===== config.mk =====
export PLATFORM = sky130hd
export DESIGN_NAME = cordic_ahb_master
export DESIGN_NICKNAME = d
export VERILOG_FILES = /design/src/rtl/cordic_ahb_master_pkg.sv /design/src/rtl/cordic_ahb_master_poll_timer.sv /design/src/rtl/cordic_ahb_master.sv
export SDC_FILE = /design/constraint.sdc
export NUM_CORES = 1
export LEC_CHECK = 0
export BUFFER_PORTS_ARGS = -buffer_cell sky130_fd_sc_hd__buf_2
export CORE_UTILIZATION = 48
export CTS_BUF_LIST = sky130_fd_sc_hd__clkbuf_16
export DETAILED_ROUTE_END_ITERATION = 10
export PLACE_DENSITY = 0.91
export SYNTH_ARGS = -nofsm -noshare
export SYNTH_HDL_FRONTEND = slang
export SYNTH_SLANG_ARGS = --single-unit

===== constraint.sdc =====
create_clock -name clk -period 6.5 [get_ports clk]
set_clock_uncertainty 0.15 [all_clocks]
set_input_delay 0 -clock clk [delete_from_list [all_inputs] [get_ports clk]]
set_output_delay 0 -clock clk [all_outputs]
set_load 0.01 [all_outputs]

===== src/rtl/cordic_ahb_master_pkg.sv =====
// Shared AHB-Lite encodings, FSM state type and default CORDIC slave map
// for the cordic_ahb_master initiator.
package cordic_ahb_pkg;

  localparam logic [1:0] HTRANS_IDLE   = 2'b00;
  localparam logic [1:0] HTRANS_NONSEQ = 2'b10;
  localparam logic [2:0] HSIZE_WORD    = 3'b010;
  localparam logic [2:0] HBURST_SINGLE = 3'b000;
  localparam logic [3:0] HPROT_DATA    = 4'b0011;

  localparam logic [31:0] DEF_BASE_ADDR     = 32'h4000_0000;
  localparam logic [31:0] DEF_DATA_OFFSET   = 32'h0000_0000;
  localparam logic [31:0] DEF_STATUS_OFFSET = 32'h0000_0004;
  localparam logic [31:0] DEF_RESULT_OFFSET = 32'h0000_0008;

  localparam logic [31:0] TIMEOUT_SENTINEL = 32'hDEAD_0001;

  typedef enum logic [2:0] {
    ST_IDLE,
    ST_WR_A,
    ST_WR_D,
    ST_PL_A,
    ST_PL_D,
    ST_RD_A,
    ST_RD_D,
    ST_RESP
  } state_t;

endpackage


===== src/rtl/cordic_ahb_master_poll_timer.sv =====
// Status-poll counter for cordic_ahb_master; only instantiated when
// CORDIC_POLL_TIMEOUT_EN is defined.
module cordic_poll_timer #(
  parameter int POLL_MAX = 255
) (
  input  logic clk,
  input  logic reset,
  input  logic i_clear,
  input  logic i_incr,
  output logic o_expired
);

  localparam int CW = (POLL_MAX < 1) ? 1 : $clog2(POLL_MAX + 1);

  logic [CW-1:0] r_count;

  always_ff @(posedge clk or posedge reset) begin
    if (reset) begin
      r_count <= '0;
    end else if (i_clear) begin
      r_count <= '0;
    end else if (i_incr) begin
      r_count <= r_count + 1'b1;
    end
  end

  assign o_expired = (r_count == CW'(POLL_MAX));

endmodule


===== src/rtl/cordic_ahb_master.sv =====
// AHB-Lite initiator: per job writes the operand, polls status, reads the result.
// Optional bounded polling enabled by defining CORDIC_POLL_TIMEOUT_EN.
module cordic_ahb_master
  import cordic_ahb_pkg::*;
#(
  parameter logic [31:0] BASE_ADDR     = DEF_BASE_ADDR,
  parameter logic [31:0] DATA_OFFSET   = DEF_DATA_OFFSET,
  parameter logic [31:0] STATUS_OFFSET = DEF_STATUS_OFFSET,
  parameter logic [31:0] RESULT_OFFSET = DEF_RESULT_OFFSET
`ifdef CORDIC_POLL_TIMEOUT_EN
  , parameter int        POLL_MAX      = 255
`endif
) (
  input  logic        clk,
  input  logic        reset,
  input  logic        job_valid,
  output logic        job_ready,
  input  logic [31:0] job_data,
  output logic        res_valid,
  input  logic        res_ready,
  output logic [31:0] res_data,
  output logic        res_err,
  output logic [31:0] HADDR,
  output logic [1:0]  HTRANS,
  output logic        HWRITE,
  output logic [2:0]  HSIZE,
  output logic [2:0]  HBURST,
  output logic [3:0]  HPROT,
  output logic        HMASTLOCK,
  output logic [31:0] HWDATA,
  input  logic [31:0] HRDATA,
  input  logic        HREADY,
  input  logic [1:0]  HRESP
);

  localparam logic [31:0] ADDR_DATA   = BASE_ADDR + DATA_OFFSET;
  localparam logic [31:0] ADDR_STATUS = BASE_ADDR + STATUS_OFFSET;
  localparam logic [31:0] ADDR_RESULT = BASE_ADDR + RESULT_OFFSET;

  state_t r_state;
  logic   w_dataPhase;
  logic   w_busError;
  logic   w_pollExpired;
  logic   w_unused;

  assign HSIZE     = HSIZE_WORD;
  assign HBURST    = HBURST_SINGLE;
  assign HPROT     = HPROT_DATA;
  assign HMASTLOCK = 1'b0;
  assign job_ready = (r_state == ST_IDLE);
  assign w_unused  = HRESP[1];

  assign w_dataPhase = (r_state == ST_WR_D) || (r_state == ST_PL_D) || (r_state == ST_RD_D);
  // Only the completing (HREADY=1) cycle of the two-cycle error response ends the job.
  assign w_busError  = w_dataPhase && HREADY && HRESP[0];

`ifdef CORDIC_POLL_TIMEOUT_EN
  logic w_pollIncr;
  logic w_pollClear;

  assign w_pollIncr  = (r_state == ST_PL_D) && HREADY && !HRESP[0] && !HRDATA[0] && !w_pollExpired;
  assign w_pollClear = (r_state == ST_RESP) && res_ready;

  cordic_poll_timer #(
    .POLL_MAX (POLL_MAX)
  ) u_pollTimer (
    .clk       (clk),
    .reset     (reset),
    .i_clear   (w_pollClear),
    .i_incr    (w_pollIncr),
    .o_expired (w_pollExpired)
  );
`else
  assign w_pollExpired = 1'b0;
`endif

  always_ff @(posedge clk or posedge reset) begin
    if (reset) begin
      r_state   <= ST_IDLE;
      HTRANS    <= HTRANS_IDLE;
      HADDR     <= '0;
      HWRITE    <= 1'b0;
      HWDATA    <= '0;
      res_data  <= '0;
      res_valid <= 1'b0;
      res_err   <= 1'b0;
    end else if (w_busError) begin
      res_err   <= 1'b1;
      res_data  <= '0;
      res_valid <= 1'b1;
      r_state   <= ST_RESP;
    end else begin
      case (r_state)
        ST_IDLE: begin
          if (job_valid) begin
            HWDATA  <= job_data;
            HTRANS  <= HTRANS_NONSEQ;
            HADDR   <= ADDR_DATA;
            HWRITE  <= 1'b1;
            r_state <= ST_WR_A;
          end
        end
        ST_WR_A, ST_PL_A, ST_RD_A: begin
          if (HREADY) begin
            HTRANS  <= HTRANS_IDLE;
            r_state <= (r_state == ST_WR_A) ? ST_WR_D :
                       (r_state == ST_PL_A) ? ST_PL_D : ST_RD_D;
          end
        end
        ST_WR_D: begin
          if (HREADY) begin
            HTRANS  <= HTRANS_NONSEQ;
            HADDR   <= ADDR_STATUS;
            HWRITE  <= 1'b0;
            r_state <= ST_PL_A;
          end
        end
        ST_PL_D: begin
          if (HREADY) begin
            if (HRDATA[0]) begin
              HTRANS  <= HTRANS_NONSEQ;
              HADDR   <= ADDR_RESULT;
              r_state <= ST_RD_A;
            end else if (w_pollExpired) begin
              res_err   <= 1'b1;
              res_data  <= TIMEOUT_SENTINEL;
              res_valid <= 1'b1;
              r_state   <= ST_RESP;
            end else begin
              HTRANS  <= HTRANS_NONSEQ;
              HADDR   <= ADDR_STATUS;
              r_state <= ST_PL_A;
            end
          end
        end
        ST_RD_D: begin
          if (HREADY) begin
            res_data  <= HRDATA;
            res_err   <= 1'b0;
            res_valid <= 1'b1;
            r_state   <= ST_RESP;
          end
        end
        ST_RESP: begin
          if (res_ready) begin
            res_valid <= 1'b0;
            r_state   <= ST_IDLE;
          end
        end
        default: r_state <= ST_IDLE;
      endcase
    end
  end

endmodule


==> impl_metrics.json, run 1 <==
{
  "clk_pin_slew_ps": 60,
  "syn_area_um2": 3418,
  "clock_path_buffers": 2,
  "syn-mean-instance-area_um2": 10.62,
  "yosys.area_share.simple": 0.1556,
  "fillers": 482,
  "setup_viol": 0,
  "end_kind": "flip-flop",
  "power.share.combinational": 0.386,
  "slowest_stage": "dfrtp_1",
  "die_h_um": 86.39,
  "cp_data_required_time_ps": 6610,
  "syn-instance-count": 322,
  "drive_above_1_share": 0.3698,
  "firstDrtPassIters": 4,
  "vias_per_cell": 4.714,
  "core_um2": 6832,
  "r2r-start": "r_state[2]",
  "num_vias": 2951,
  "pin_count": 184,
  "async_flop_share": 1.000,
  "seq_area_frac_synth": 0.5417,
  "finalSetupTns_ps": 0,
  "diodes": 0,
  "crit_fanout": 20,
  "critPathLaunch": "r_state[2]",
  "slew_violations": 0,
  "ir_drop_mv": 0.2353,
  "timing.fmax_ghz": 0.4121,
  "synth_edf_count": 0,
  "powerDensity_nw_per_um2": 433.7,
  "cts.sinks": 74,
  "die_w_um": 86.39,
  "antenna_found_initial": 0,
  "rsz0062_at_grt": "false",
  "ys_ff_latch": 74,
  "synth.distinct_cells": 35,
  "synth_compound_area_frac": 0.04685,
  "hold_slack_ps": 278.2,
  "power_frac_clock": 0.223,
  "drt-total-wl_um": 8988,
  "synth_top_family_by_area": "simple AND/OR/NAND/NOR gates",
  "insertion_delay_ps": 320,
  "cts_buffers": 9,
  "synth_mux_area_frac": 0.1142,
  "routedWlPerCell_um": 14.36,
  "power_frac_seq": 0.391,
  "cts-root-buf": "clkbuf_16",
  "synth-xor-area-share": 0.002562,
  "grt_pass1_vias": 2844,
  "fin_nets": 596,
  "crit_top_cell": "nand2_1",
  "hold_start": "HRDATA[29]",
  "die-area_um2": 7463,
  "final_common_cell": "buf_2",
  "drc_errors": 0,
  "first_iter_violations": 149,
  "p_sw_uw": 789.0,
  "synth.top_cell.area_share": 0.5417,
  "cpPeakStageDelay_ps": 760,
  "status": "complete, no violations",
  "min_period_over_period": 0.3733,
  "cap_violations": 0,
  "cts_setup_buffers": 0,
  "grt_max_degree": 75,
  "worst_pin_slew_ps": 999.5,
  "arrival_ps": 2530,
  "place_congestion": 0.7547,
  "cts_tree": "yes",
  "yosysTopAreaCell": "dfrtp_1",
  "slew_headroom": 0.3337,
  "ant_nets": 0,
  "fp-row-count": 30,
  "synth_ff_type": "dfrtp_1",
  "ys_top_cells_by_area": "dfrtp_1, mux2_2, buf_4",
  "synthAdderAreaFrac": 0,
  "area_delta_synth_final_pct": 45.24,
  "hold_viol": 0,
  "critPathLaunchType": "flip-flop",
  "portBuffers": 141,
  "power.share.switching": 0.3664,
  "ys_warn_count": 0,
  "hpwl_um": 4952,
  "cts_max_level": 3,
  "crit_type": "flip-flop to flip-flop",
  "finalWorstPathRequiredPeriod_ps": 2427,
  "hold_class": "primary input to flip-flop",
  "layout_common_cells": "buf_2, dfrtp_1, nand2_1",
  "grt_pass1_wl_um": 13960,
  "internal_power_uw": 1364,
  "overflow": 0,
  "path_cells": "nand2_1, a21oi_2, buf_4, nand3_1, nand2_1",
  "grt_usage": 0.2438,
  "initial_core_util": 0.5004,
  "leakagePower_uw": 0.002609
}
-- layer usage --
layer / global-route usage / vias up / wire, um
li1: - / 1388 / -
met1: 0.2961 / 1406 / 3634
met2: 0.4329 / 145 / 4634
met3: 0.05714 / 12 / 650
met4: 0.07121 / 0 / 69
met5: 0 / - / 0
-- cells by family after synthesis --
kind of cell	count (synthesis)
compound gates	26
flops	74
buf+inv	66
other cells	2
xor+xnor	1
mux	35
simple gates	118
-- synthesized netlist by cell type, types with 2 or more instances --
library cell,number
dfrtp_1,74
nand2_1,71
buf_4,42
nand3_1,34
mux2_2,30
a21oi_1,8
buf_2,8
buf_6,7
o21ai_0,7
inv_1,5
nor2_1,5
mux2i_1,3
buf_1,2
clkbuf_1,2
conb_1,2
mux2_1,2
or2_2,2
-- critical path: cells and delay by family, from the launching register on --
kind                   cells  cell delay (ps)
buffers and inverters      1              360
AND/OR/NAND/NOR            3              530
AO/OA/AOI/OAI              1              570
flip-flops                 1              760
-- per-stage QoR --
stage	worst slack (ps)	utilization	total power, uW	cell area [um2]	std cells
detailed placement	4147	0.5808	1615	3968	540
global route	3935	0.7267	2295	4965	626
CTS	4137	0.7267	2138	4965	626
global placement	4218	0.5808	1569	3968	540
finish	4073	0.7267	2153	4965	626
floorplan	4468	-	1341	3565	361
-- registers in the layout (all words and copies together) (netlist names) --
register / cells
HWDATA: 32
res_data: 32
HADDR: 3
res_valid: 1
HWRITE: 1
res_err: 1
HTRANS: 1
r_state: 3
-- power by group through the flow --
stage / registers (uW) / clock network [uW] / logic, uW
finish: 841 / 481 / 831
global route: 869 / 512 / 914
CTS: 829 / 490 / 818
detailed placement: 835 / 0 / 780
global placement: 819 / 0 / 750
floorplan: 890 / 0 / 451
-- what timing repair did --
action / 4_1_cts / 5_1_grt
resized for setup: 0 / 0
hold buffers: 70 / 0
hold endpoints to repair: 144 / 0
-- worst paths after layout --
| kind | end | slack [ps] | cells past startpoint |
|---|---|---|---|
| worst max-delay path | res_data[28] | 4070 | 5 |
| worst min-delay path | res_data[29] | 280 | 4 |
| worst max register to register | res_data[28] | 4070 | 5 |
| worst min register to register | res_data[8] | 310 | 2 |
| max in group asynchronous | r_state[0] | 5240 | 4 |
| min in group asynchronous | HWDATA[1] | 370 | 4 |
-- layout make-up --
cell class                 count  area [um2]  share of cell area
inverter                       5       18.77            0.003780
tap                           96       120.1             0.02419
clock inverter                 7       71.32             0.01436
multi-input combinational    221        1249              0.2515
timing repair buffer         214        1429              0.2878
clock buffer                   9       225.2             0.04536
sequential                    74        1852              0.3730
Note: power is estimated with default switching activity, not from simulation.
==> run 2: changes to the inputs <==
--- a/config.mk
+++ b/config.mk
@@ -6,10 +6,10 @@
 export NUM_CORES = 1
 export LEC_CHECK = 0
 export BUFFER_PORTS_ARGS = -buffer_cell sky130_fd_sc_hd__buf_2
-export CORE_UTILIZATION = 48
+export CORE_UTILIZATION = 45
 export CTS_BUF_LIST = sky130_fd_sc_hd__clkbuf_16
 export DETAILED_ROUTE_END_ITERATION = 10
-export PLACE_DENSITY = 0.91
+export PLACE_DENSITY = 0.86
 export SYNTH_ARGS = -nofsm -noshare
 export SYNTH_HDL_FRONTEND = slang
 export SYNTH_SLANG_ARGS = --single-unit
==> constraint.sdc (replaced) <==
create_clock -name clk -period 2.3 [get_ports clk]
set_clock_uncertainty 0.15 [all_clocks]
set_input_delay 0 -clock clk [delete_from_list [all_inputs] [get_ports clk]]
set_output_delay 0 -clock clk [all_outputs]
set_load 0.01 [all_outputs]
==> run 2 against run 1 <==
Against the previous run:
- cell count up 1.1%
- non-clock buffer count rose by 4
- power grew to 2.9 times the previous value
- setup slack got worse by 3800 ps
- routed wire length shrank 1.7%
- fmax up 19%
- final area up 1.7%
- clock power grew to 3.0 times the previous value
- sequential power increased to 2.8 times the previous value
- critical path depth unchanged
- largest power group is now combinational logic
==> impl_metrics.json, run 2 (same netlist as run 1, synthesis figures left out) <==
{
  "power_uw": 6205,
  "first_iter_violations": 84,
  "firstDrtPassIters": 4,
  "finalSetupTns_ps": 0,
  "final_common_cell": "buf_2",
  "hpwl_um": 4986,
  "overflow": 0,
  "r2r-start": "r_state[1]",
  "grt_usage": 0.2169,
  "core_um2": 7292,
  "cts.sinks": 74,
  "critPathLaunchType": "flip-flop",
  "portBuffers": 141,
  "reg2reg_depth": 5,
  "routedWlPerCell_um": 13.95,
  "power.share.switching": 0.3527,
  "cts-root-buf": "clkbuf_16",
  "num_vias": 2956,
  "setup_viol": 0,
  "cts_buffers": 9,
  "end_kind": "flip-flop",
  "reg_top3": "HWDATA (32), res_data (32)",
  "clock_path_buffers": 2,
  "die_h_um": 89.16,
  "grt_max_degree": 41,
  "pin_count": 184,
  "cts_tree": "yes",
  "vias_per_cell": 4.670,
  "wl_met1_um": 3510,
  "cp_data_required_time_ps": 2390,
  "initial_core_util": 0.4688,
  "ir_drop_mv": 0.7568,
  "grt_pass1_wl_um": 12970,
  "slew_headroom": 0.4923,
  "regArea_um2": 1852,
  "fin_nets": 600,
  "fp-row-count": 31,
  "clk_pin_slew_ps": 60,
  "fillers": 534,
  "drt-total-wl_um": 8833,
  "r2r_setup_slack_ps": 270,
  "cts_setup_buffers": 0,
  "multi_input_area_um2": 1249,
  "die_w_um": 89.16,
  "hold_buffers": 70,
  "hold_class": "primary input to async pin",
  "rsz0062_at_grt": "false",
  "crit_type": "flip-flop to flip-flop",
  "leakagePower_uw": 0.002646,
  "power_frac_clock": 0.230,
  "p_sw_uw": 2189,
  "wl_met2_um": 4546,
  "die-area_um2": 7949,
  "status": "complete, no violations",
  "arrival_ps": 2130,
  "pre_cts_ws_ps": 355.3,
  "grt_pass1_vias": 2802,
  "topRoutingLayerUsed": "met4",
  "rr_endpoint": "r_state[2]",
  "place_congestion": 0.7809,
  "crit_fanout": 9,
  "drc_errors": 0,
  "cts_max_level": 3,
  "worst_pin_slew_ps": 760.4,
  "internal_power_uw": 4016,
  "powerDensity_nw_per_um2": 1229,
  "cts_resized": 0,
  "hold_viol": 0,
  "layout_setup_ws_ps": 268.2,
  "antenna_found_initial": 0,
  "power_frac_seq": 0.375,
  "ant_nets": 0,
  "diodes": 0,
  "timing.fmax_ghz": 0.4922,
  "insertion_delay_ps": 320,
  "power.share.combinational": 0.395,
  "drive_above_1_share": 0.3708,
  "layout_common_cells": "buf_2, dfrtp_1, nand2_1",
  "slew_violations": 0,
  "min_period_over_period": 0.8834,
  "finalWorstPathRequiredPeriod_ps": 2032,
  "area_delta_synth_final_pct": 47.69,
  "cap_violations": 0,
  "wl_met3_um": 668
}
run 2: changes by cell type in the layout (fill, tap and decap cells not counted):
cell	previous run	this run
buf_12	0	3
clkinv_1	0	3
clkinv_4	2	0
buf_4	3	4
bufinv_16	1	2
clkinvlp_4	2	1
inv_1	5	4
run 2: area by class of cell:
type,count,share of cell area
multi-input combinational,221,0.2473
tap,99,0.02454
sequential,74,0.3668
timing repair buffer,218,0.2964
clock buffer,9,0.04461
clock inverter,7,0.01660
inverter,5,0.003717
run 2: per-stage QoR:
step | cells | hold WS, ps | util | cell area (um2)
detailed placement | 547 | 31.70 | 0.5539 | 4039
CTS | 633 | 252.3 | 0.6923 | 5049
global placement | 547 | 13.61 | 0.5539 | 4039
global route | 633 | 268.4 | 0.6923 | 5049
finish | 633 | 221.5 | 0.6923 | 5049
floorplan | 361 | -17.31 | - | 3565
run 2: per-layer routing:
metal  up-vias  global-route usage
li1       1401                   -
met1      1405              0.2396
met2       138              0.3956
met3        12             0.06002
met4         0             0.08369
met5         -                   0
run 2: power groups by stage:
stage               sequential (uW)  clock, uW  combinational (uW)
floorplan                      2520          0                1270
global placement               2280          0                2220
detailed placement             2310          0                2300
CTS                            2300       1470                2410
global route                   2410       1520                2700
finish                         2330       1430                2450
run 2: worst max path at each step:
stage,startpoint,endpoint
4_1_cts,r_state[1],r_state[2]
3_3_place_gp,r_state[0],res_data[23]
3_5_place_dp,r_state[0],res_data[5]
2_1_floorplan,reset,HADDR[2]
6_report,r_state[1],r_state[2]
5_1_grt,r_state[2],res_data[4]
run 2: critical path: stages (launching register included):
cell	delay [ps]
dfrtp_1	550
buf_4	230
a21oi_1	80
a41o_1	220
a31oi_1	150
dlygate4sd3_1	580
==> run 3: changes to the inputs <==
==> constraint.sdc (replaced) <==
create_clock -name clk -period 2.3 [get_ports clk]
set_clock_uncertainty 0.15 [all_clocks]
set_input_delay 0.46 -clock clk [delete_from_list [all_inputs] [get_ports clk]]
set_output_delay 0.46 -clock clk [all_outputs]
set_load 0.01 [all_outputs]
==> run 3 against run 2 <==
Against the previous run:
- register-to-register slack gained 20 ps
- setup slack gained 23 ps
- final area shrank 13%
- critical path type unchanged
- largest cell class unchanged
==> impl_metrics.json, run 3 (same netlist as run 1, synthesis figures left out) <==
{
  "clock_path_buffers": 2,
  "firstDrtPassIters": 4,
  "reg_top3": "HWDATA (32), res_data (32)",
  "hpwl_um": 4952,
  "die_h_um": 89.16,
  "cts_buffers": 9,
  "hold_buffers": 0,
  "p_sw_uw": 2064,
  "insertion_delay_ps": 320,
  "multi_input_area_um2": 1249,
  "initial_core_util": 0.4688,
  "powerDensity_nw_per_um2": 1394,
  "cts_tree": "yes",
  "finalSetupTns_ps": 0,
  "setup_viol": 0,
  "drc_errors": 0,
  "antenna_found_initial": 0,
  "critPathLaunchType": "flip-flop",
  "arrival_ps": 2060,
  "finalWorstPathRequiredPeriod_ps": 2008,
  "drt-total-wl_um": 6736,
  "end_kind": "flip-flop",
  "worst_pin_slew_ps": 597.7,
  "leakagePower_uw": 0.002359,
  "grt_usage": 0.1720,
  "portBuffers": 141,
  "routedWlPerCell_um": 11.96,
  "num_vias": 2582,
  "cap_violations": 0,
  "power.share.switching": 0.3389,
  "fp-row-count": 31,
  "cp_data_required_time_ps": 2360,
  "slew_headroom": 0.6016,
  "drive_above_1_share": 0.4310,
  "grt_pass1_vias": 2296,
  "ir_drop_mv": 0.6021,
  "grt_pass1_wl_um": 10420,
  "cts_resized": 0,
  "cts.sinks": 74,
  "status": "complete, no violations",
  "fin_nets": 531,
  "cts-root-buf": "clkbuf_16",
  "core_um2": 7292,
  "cts_max_level": 3,
  "first_iter_violations": 86,
  "vias_per_cell": 4.586,
  "ant_nets": 0,
  "clk_pin_slew_ps": 60,
  "power_frac_clock": 0.253,
  "hold_class": "primary input to async pin",
  "timing.fmax_ghz": 0.4979,
  "fillers": 639,
  "place_congestion": 0.7973,
  "layout_common_cells": "buf_2, dfrtp_1, nand2_1",
  "hold_slack_ps": 91.62,
  "area_delta_synth_final_pct": 27.82,
  "diodes": 0,
  "cts_setup_buffers": 0,
  "crit_fanout": 33,
  "regArea_um2": 1852,
  "final_common_cell": "buf_2",
  "rsz0062_at_grt": "false",
  "power.share.combinational": 0.373,
  "die-area_um2": 7949,
  "crit_type": "flip-flop to flip-flop",
  "pin_count": 184,
  "hold_viol": 0,
  "power_frac_seq": 0.374,
  "overflow": 0,
  "internal_power_uw": 4026,
  "die_w_um": 89.16,
  "slew_violations": 0,
  "min_period_over_period": 0.8733,
  "grt_max_degree": 75
}
## run 3: final timing paths
path,from,to,slack [ps],depth (start not counted)
setup / recovery,r_state[1],res_data[18],290,4
hold / removal,reset,HWDATA[4],90,3
setup reg to reg,r_state[1],res_data[18],290,4
hold reg to reg,res_data[6],res_data[6],310,2
max in group asynchronous,reset,HWDATA[16],1610,3
min in group clk,HRDATA[5],res_data[5],200,3
## run 3: per-layer routing
layer,vias up,track usage,routed length (um)
li1,1260,-,-
met1,1191,0.1950,2804
met2,121,0.3074,3322
met3,10,0.04155,500
met4,0,0.07648,109
met5,-,0,0
## run 3: power by group through the flow
stage | Clock [uW] | Combinational, uW | Sequential (uW)
final | 1540 | 2270 | 2280
after global routing | 1620 | 2570 | 2360
after CTS | 1580 | 2310 | 2280
after detailed placement | 0 | 2310 | 2300
after global placement | 0 | 2240 | 2260
after floorplan | 0 | 1280 | 2520
## run 3: metrics by stage
step | instances | total power [uW] | cell area (um2) | util | setup WS [ps]
2_1_floorplan | 361 | 3791 | 3568 | - | 588.8
3_3_place_gp | 548 | 4500 | 4038 | 0.5537 | 351.2
5_1_grt | 563 | 6556 | 4369 | 0.5992 | 143.8
3_5_place_dp | 548 | 4609 | 4038 | 0.5537 | 311.5
6_report | 563 | 6090 | 4369 | 0.5992 | 291.5
4_1_cts | 563 | 6177 | 4369 | 0.5992 | 310.1
## run 3: cell type report
class | instances | share of cell area
clock buffer | 9 | 0.05155
timing repair buffer | 149 | 0.1810
tap | 99 | 0.02835
clock inverter | 6 | 0.02434
sequential | 74 | 0.4238
inverter | 5 | 0.005155
multi-input combinational | 221 | 0.2858
## run 3: worst max-delay path, cell delays in order, from the launching register on
cell     delay [ps]
dfrtp_1         690
o21ai_1         230
or2_2           560
nand3_1         180
nand2_1          70
